## src/rtl/vx_issue_pkg.sv

```systemverilog
// vx_issue_pkg: shared instruction-buffer and issue-slot types for the warp issue scheduler.
package vx_issue_pkg;
    localparam int IB_RB    = 5;
    localparam int IB_DATAW = 64;
    typedef struct packed {
        logic                wb;
        logic [IB_RB-1:0]    rd;
        logic [IB_RB-1:0]    rs1;
        logic [IB_RB-1:0]    rs2;
        logic [IB_RB-1:0]    rs3;
        logic [IB_DATAW-1:0] data;
    } ibuf_entry_t;
    typedef struct packed {
        logic                wb;
        logic [IB_RB-1:0]    rd;
        logic [IB_DATAW-1:0] data;
    } issue_out_t;
endpackage

```

## src/rtl/vx_warp_fifo.sv

```systemverilog
// vx_warp_fifo: per-warp synchronous instruction FIFO with extra-MSB full/empty pointers.
module vx_warp_fifo
    import vx_issue_pkg::*;
#(
    parameter int DEPTH = 4,
    localparam int AW = $clog2(DEPTH)
) (
    input  logic        clk,
    input  logic        reset,
    input  logic        push,
    input  logic        pop,
    input  ibuf_entry_t din,
    output ibuf_entry_t head,
    output logic        empty,
    output logic        full
);
    ibuf_entry_t mem [DEPTH];
    logic [AW:0] wp, rp;

    assign empty = wp == rp;
    assign full  = (wp[AW] != rp[AW]) && (wp[AW-1:0] == rp[AW-1:0]);
    assign head  = mem[rp[AW-1:0]];

    always_ff @(posedge clk) begin
        if (reset) begin
            wp <= '0;
            rp <= '0;
        end else begin
            if (push) wp <= wp + 1'b1;
            if (pop) rp <= rp + 1'b1;
        end
    end

    always_ff @(posedge clk) begin
        if (push) mem[wp[AW-1:0]] <= din;
    end
endmodule

```

## src/rtl/vx_issue_sched.sv

```systemverilog
// vx_issue_sched: per-warp instruction buffers, register scoreboard and round-robin issue.
// Define ISSUE_PERF_EN to add the perf_stalls scoreboard-stall counter port.
module vx_issue_sched
    import vx_issue_pkg::*;
#(
    parameter int NUM_WARPS  = 4,
    parameter int IBUF_DEPTH = 4,
    parameter int NUM_REGS   = 32,
    parameter int DATAW      = IB_DATAW,
    localparam int WB = (NUM_WARPS > 1) ? $clog2(NUM_WARPS) : 1,
    localparam int RB = $clog2(NUM_REGS)
) (
    input  logic             clk,
    input  logic             reset,
    input  logic             dec_valid,
    output logic             dec_ready,
    input  logic [WB-1:0]    dec_wid,
    input  logic             dec_wb,
    input  logic [RB-1:0]    dec_rd,
    input  logic [RB-1:0]    dec_rs1,
    input  logic [RB-1:0]    dec_rs2,
    input  logic [RB-1:0]    dec_rs3,
    input  logic [DATAW-1:0] dec_data,
    input  logic             wb_valid,
    input  logic [WB-1:0]    wb_wid,
    input  logic [RB-1:0]    wb_rd,
    input  logic             wb_eop,
    output logic             iss_valid,
    input  logic             iss_ready,
    output logic [WB-1:0]    iss_wid,
    output logic [RB-1:0]    iss_rd,
    output logic             iss_wb,
`ifdef ISSUE_PERF_EN
    output logic [31:0]      perf_stalls,
`endif
    output logic [DATAW-1:0] iss_data
);
    ibuf_entry_t din;
    ibuf_entry_t head [NUM_WARPS];
    issue_out_t  out_q;
    logic [NUM_WARPS-1:0] push, pop, empty, full, elig;
    logic [NUM_WARPS-1:0][NUM_REGS-1:0] pending;
    logic [WB-1:0] rr_ptr, sel, idx;
    logic found, load;

    assign din = '{wb: dec_wb, rd: dec_rd, rs1: dec_rs1, rs2: dec_rs2, rs3: dec_rs3, data: dec_data};
    assign dec_ready = !full[dec_wid];
    assign load = found && (!iss_valid || iss_ready);

    for (genvar w = 0; w < NUM_WARPS; w++) begin : g_warp
        assign push[w] = dec_valid && dec_ready && dec_wid == WB'(w);
        assign pop[w]  = load && sel == WB'(w);
        assign elig[w] = !empty[w] && !pending[w][head[w].rs1] && !pending[w][head[w].rs2]
                         && !pending[w][head[w].rs3] && !(head[w].wb && pending[w][head[w].rd]);
        vx_warp_fifo #(.DEPTH(IBUF_DEPTH)) u_fifo (
            .clk   (clk),
            .reset (reset),
            .push  (push[w]),
            .pop   (pop[w]),
            .din   (din),
            .head  (head[w]),
            .empty (empty[w]),
            .full  (full[w])
        );
    end

    // First eligible warp at or after rr_ptr, wrapping
    always_comb begin
        found = 1'b0;
        sel = '0;
        idx = '0;
        for (int i = 0; i < NUM_WARPS; i++) begin
            idx = WB'((int'(rr_ptr) + i) % NUM_WARPS);
            if (!found && elig[idx]) begin
                found = 1'b1;
                sel = idx;
            end
        end
    end

    always_ff @(posedge clk) begin
        if (reset) begin
            iss_valid <= 1'b0;
            rr_ptr <= '0;
        end else if (load) begin
            iss_valid <= 1'b1;
            iss_wid <= sel;
            out_q <= '{wb: head[sel].wb, rd: head[sel].rd, data: head[sel].data};
            rr_ptr <= (sel == WB'(NUM_WARPS - 1)) ? '0 : sel + 1'b1;
        end else if (iss_ready) begin
            iss_valid <= 1'b0;
        end
    end

    assign iss_wb   = out_q.wb;
    assign iss_rd   = out_q.rd;
    assign iss_data = out_q.data;

    // Set is written last so it overrides a same-cycle writeback clear
    always_ff @(posedge clk) begin
        if (reset) begin
            pending <= '0;
        end else begin
            if (wb_valid && wb_eop) pending[wb_wid][wb_rd] <= 1'b0;
            if (load && head[sel].wb && head[sel].rd != '0) pending[sel][head[sel].rd] <= 1'b1;
        end
    end

`ifdef ISSUE_PERF_EN
    always_ff @(posedge clk) begin
        if (reset) perf_stalls <= '0;
        else if (|(~empty) && !found && (!iss_valid || iss_ready)) perf_stalls <= perf_stalls + 1'b1;
    end
`endif
endmodule

```

## config.mk

```make
export PLATFORM = sky130hd
export DESIGN_NAME = vx_issue_sched
export DESIGN_NICKNAME = d
export VERILOG_FILES = /design/src/rtl/vx_issue_pkg.sv /design/src/rtl/vx_warp_fifo.sv /design/src/rtl/vx_issue_sched.sv
export SDC_FILE = /design/constraint.sdc
export NUM_CORES = 2
export LEC_CHECK = 0
export ABC_AREA = 1
export CAP_MARGIN = 20
export CORE_MARGIN = 5
export CORE_UTILIZATION = 33
export CTS_BUF_LIST = sky130_fd_sc_hd__clkbuf_2
export DETAILED_ROUTE_END_ITERATION = 12
export SYNTH_ARGS = -nofsm -noshare
export SYNTH_HDL_FRONTEND = slang
export SYNTH_SLANG_ARGS = --single-unit
```

## constraint.sdc

```tcl
create_clock -name clk -period 13.5 [get_ports clk]
set_input_delay 2.7 -clock clk [delete_from_list [all_inputs] [get_ports clk]]
set_output_delay 2.7 -clock clk [all_outputs]
set_load 0.005 [all_outputs]
```

==> run summary <==
Input and output buffers added on the ports amount to 173. The run finished with clean final reports. For this run, the slowest stage of the critical path takes 0.68 ns.

By instance count, the cell type seen most on the critical path is sky130_fd_sc_hd__nand2_1. The logs give 0 for the remaining design rule violation count and 26.5 nW for the leakage power figure. The top achievable clock speed was 131 MHz. The most common cell after layout, fill and taps aside is sky130_fd_sc_hd__edfxtp_1. The congestion estimate from routability-driven global placement came to 0.938. Setup repair after global routing left no endpoint under its margin. By startpoint and endpoint, the worst setup path is classified as flop to flop. Classification of the worst-slack hold path: flop to flop. Cells with a size suffix above 1 make up 12.4% of the layout. The run gives 0 ns as the total negative slack for setup checks.

The boundary pin count was 174; the final count of negative-setup-slack endpoints was 0. TritonCTS built the clock tree. The vias per cell was 5.35. In the global route stage, overall resource usage came out at 20.0%. The H-tree level count came out at 5. The floorplan step set the die width to 468 µm. The tools report the number of buffers on the longest clock path as 4.

In the layout the commonest cells are 1,432 x sky130_fd_sc_hd__edfxtp_1, 979 x sky130_fd_sc_hd__nand2_1, 838 x sky130_fd_sc_hd__o21ai_0. For the number of nets with antenna violations after routing, the log shows 0. The insertion delay of the later-clocked pin in the worst-skew pair is 1.85 ns, and the hold violation count in the final report is 0. The tools report the cell row count as 168.

Counting the fill cells in the layout gives 20,658. In the final routed layout, each cell accounts on average for 23.2 µm. The hold-critical path depth is 1. Entering global routing, the biggest net connects 90 pins. For the net count after synthesis, the log shows 6,517. The tools report the total wirelength of the detailed-routed design as 227 mm. Summing every instance area after synthesis gives 69,300 µm².

Summing the sequential cell areas from Yosys gives 66.8% of the chip area. The first global-routing pass estimated 328 mm of wire. Sort of element at the start of the critical path: a flop. For the final database, setup skew stands at 0.283 ns.

The cell count after synthesis came out at 6,393. The die covers 219,000 µm². The worst-case IR drop observed on VDD is 0.538 mV.

Cell type with the largest total area after synthesis: sky130_fd_sc_hd__edfxtp_1. In this run, the number of DRC markers left after iteration 0 of detailed routing was 6,087. The primary flip-flop cell chosen by synthesis mapping is sky130_fd_sc_hd__edfxtp_1. After synthesis, the cell types taking the most area are sky130_fd_sc_hd__edfxtp_1 62%, sky130_fd_sc_hd__o21ai_0 6.1%, sky130_fd_sc_hd__nand2_1 5.3%. The post-synthesis average cell area came out at 10.8 µm². The tools report the capturing element type of the critical path as a flop. For this design, the slowest cell found on the critical path is sky130_fd_sc_hd__buf_4. Once the floorplan was initialized, standard cells occupied 33.1% of the core. The relative slew slack is 15.1%, and the length in cells of the worst reg-to-reg path is 28. The tree is rooted in a sky130_fd_sc_hd__clkbuf_2. For the area used by sequential logic in the layout, the log shows 46,300 µm². The relative area change from synthesis to final layout came out at 10.9%. The routed design could run at a clock period as short as 7.63 ns.

For this design the ratio of total power to cell area is 208 nW/µm². The net count of the finished layout is 6,783. The die outline height is 468 µm. After synthesis the netlist holds a flip-flop and latch count of 1,595. Number of antenna violations at the first check in global routing: 34. The pre-antenna-repair detailed-routing pass consisted of 6 iterations. The multi-input combinational cells in the finished layout cover a total of 20,100 µm².

Counting the buffers created by CTS gives 409. After synthesis, the netlist uses 49 different library cells. The core outline area is 209,000 µm².

For this run, the share of the core covered by cells in the final layout is 36.7%. Of the post-synthesis cell area, the dominant cell type holds 62.1%. Leftover overflow at the end of global routing: 0. The run gives 0 as the count of cells resized by post-cts repair. After clock tree synthesis, the setup repair step added 0 buffers. The tools report the clock sink total as 1,595. After clock tree synthesis, the clock-pin slew on the worst setup and hold paths is 0.11 ns.

For the number of global-route vias before repair, the log shows 48,815. The number of vias in the routed layout was 52,224; the measured slew at the worst slew-check pin was 1.27 ns. Yosys mapped a number of flops with a built-in enable equal to 1,432. Across the run, the number of max-cap violations was 0. Detailed placement finished with a half-perimeter wire length of 133 mm. The worst path arrival time came out at 9.15 ns. The cts-stage hold buffer count is 0, and the max-slew violation count is 0. Counting flops with an async set or reset pin after synthesis yields a share of 0%. For the worst setup path, the data required time is 15.02 ns. In the finished design, the share of the clock period the worst path needs comes to 56.5%. The highest net fanout along the worst path came out at 68.

The Yosys warning count came out at 0. Hold timing on the final database bottoms out at a slack of 0.483 ns.
## cell type report
cell class              count  area share [%]
diodes                     17          0.0554
clock buffers             605            3.94
clock inverters            91           0.653
inverters                 259            1.32
multi-input cells        4139            26.1
flip-flops and latches   1595            60.3
well taps                2805            4.57
repair buffers            255            3.05
## stage by stage
stage	setup slack, ns	total power, W	instances	instance area (µm²)
floorplan	5.66	0.0104	6393	69300
global placement	6.28	0.0127	9053	73200
detailed placement	6.16	0.0127	9053	73200
CTS	5.93	0.0159	9749	76800
global route	5.26	0.0168	9758	76800
finish	5.87	0.0160	9766	76800
## layer usage
layer,global-route usage [%],share of wire [%],vias up
li1,-,-,23716
met1,27.3,42,25447
met2,30.8,45,2593
met3,5.06,9.6,456
met4,7.64,3.5,12
met5,0,0.032,-
## kinds of logic (layout without fill, tap and decap cells)
group	count (synthesis)	count (layout)	share of synthesized area (%)
and+or+nand+nor	2631	2631	16.5
DFF	1595	1595	66.8
AOI/OAI and AO/OA	1474	1474	11.7
buffers and inverters	659	1210	4.41
adders and majority gates	24	24	0.434
xor gates and xnor gates	10	10	0.126
other	0	17	0
## flip-flops by register name, summed over array words and instances, names as in the netlist, named ones only
register	flops
g_warp.u_fifo.rp	12
iss_valid	1
g_warp.u_fifo.wp	12
g_warp.u_fifo.mem	1360
iss_rd	5
rr_ptr	2
pending	128
iss_wid	2
iss_wb	1
iss_data	64
## worst paths after layout
| check | endpoint | slack [ns] | from |
|---|---|---|---|
| min reg2reg | g_warp[3].u_fifo.rp[2] | 0.48 | g_warp[3].u_fifo.rp[2] |
| max reg2reg | pending[84] | 5.87 | flop |
| min | g_warp[3].u_fifo.rp[2] | 0.48 | g_warp[3].u_fifo.rp[2] |
| max | pending[84] | 5.87 | flop |
## report_power, final
group | internal, W | switching [W] | leakage (nW)
clock | 0.00128 | 0.00195 | 2.75
sequential | 0.00580 | 0.000232 | 14.3
combinational | 0.00159 | 0.00511 | 9.51
total | 0.00866 | 0.00729 | 26.5
## cell usage after synthesis, types with 5 or more instances
library cell and count:
sky130_fd_sc_hd__nand3_4 13, sky130_fd_sc_hd__dlygate4sd1_1 5, sky130_fd_sc_hd__a21oi_1 199, sky130_fd_sc_hd__buf_6 31
sky130_fd_sc_hd__nand4_1 12, sky130_fd_sc_hd__or2_2 16, sky130_fd_sc_hd__ha_1 24, sky130_fd_sc_hd__or2_1 28
sky130_fd_sc_hd__nand2_2 27, sky130_fd_sc_hd__o211ai_1 40, sky130_fd_sc_hd__o21ai_1 38, sky130_fd_sc_hd__nand2_1 980
sky130_fd_sc_hd__inv_4 6, sky130_fd_sc_hd__o221ai_1 6, sky130_fd_sc_hd__dfxtp_1 163, sky130_fd_sc_hd__buf_8 5
sky130_fd_sc_hd__nor2_1 790, sky130_fd_sc_hd__a32o_1 10, sky130_fd_sc_hd__nand2_4 10, sky130_fd_sc_hd__inv_2 11
sky130_fd_sc_hd__nand3b_1 6, sky130_fd_sc_hd__nand3_1 573, sky130_fd_sc_hd__buf_2 73, sky130_fd_sc_hd__a32oi_1 27
sky130_fd_sc_hd__buf_1 15, sky130_fd_sc_hd__xnor2_1 7, sky130_fd_sc_hd__clkbuf_1 229, sky130_fd_sc_hd__nand3_2 23
sky130_fd_sc_hd__edfxtp_1 1432, sky130_fd_sc_hd__buf_4 42, sky130_fd_sc_hd__o21ai_0 838, sky130_fd_sc_hd__inv_1 239
sky130_fd_sc_hd__o22ai_1 299, sky130_fd_sc_hd__nor3_1 139
## critical path: cells and delay by family, from the launching register on
kind / cells / cell delay (ns)
AND/OR/NAND/NOR: 22 / 3.72
buffers and inverters: 4 / 2.39
AO/OA/AOI/OAI: 2 / 0.50
flip-flops: 1 / 0.49
Note: power is estimated with default switching activity, not from simulation.
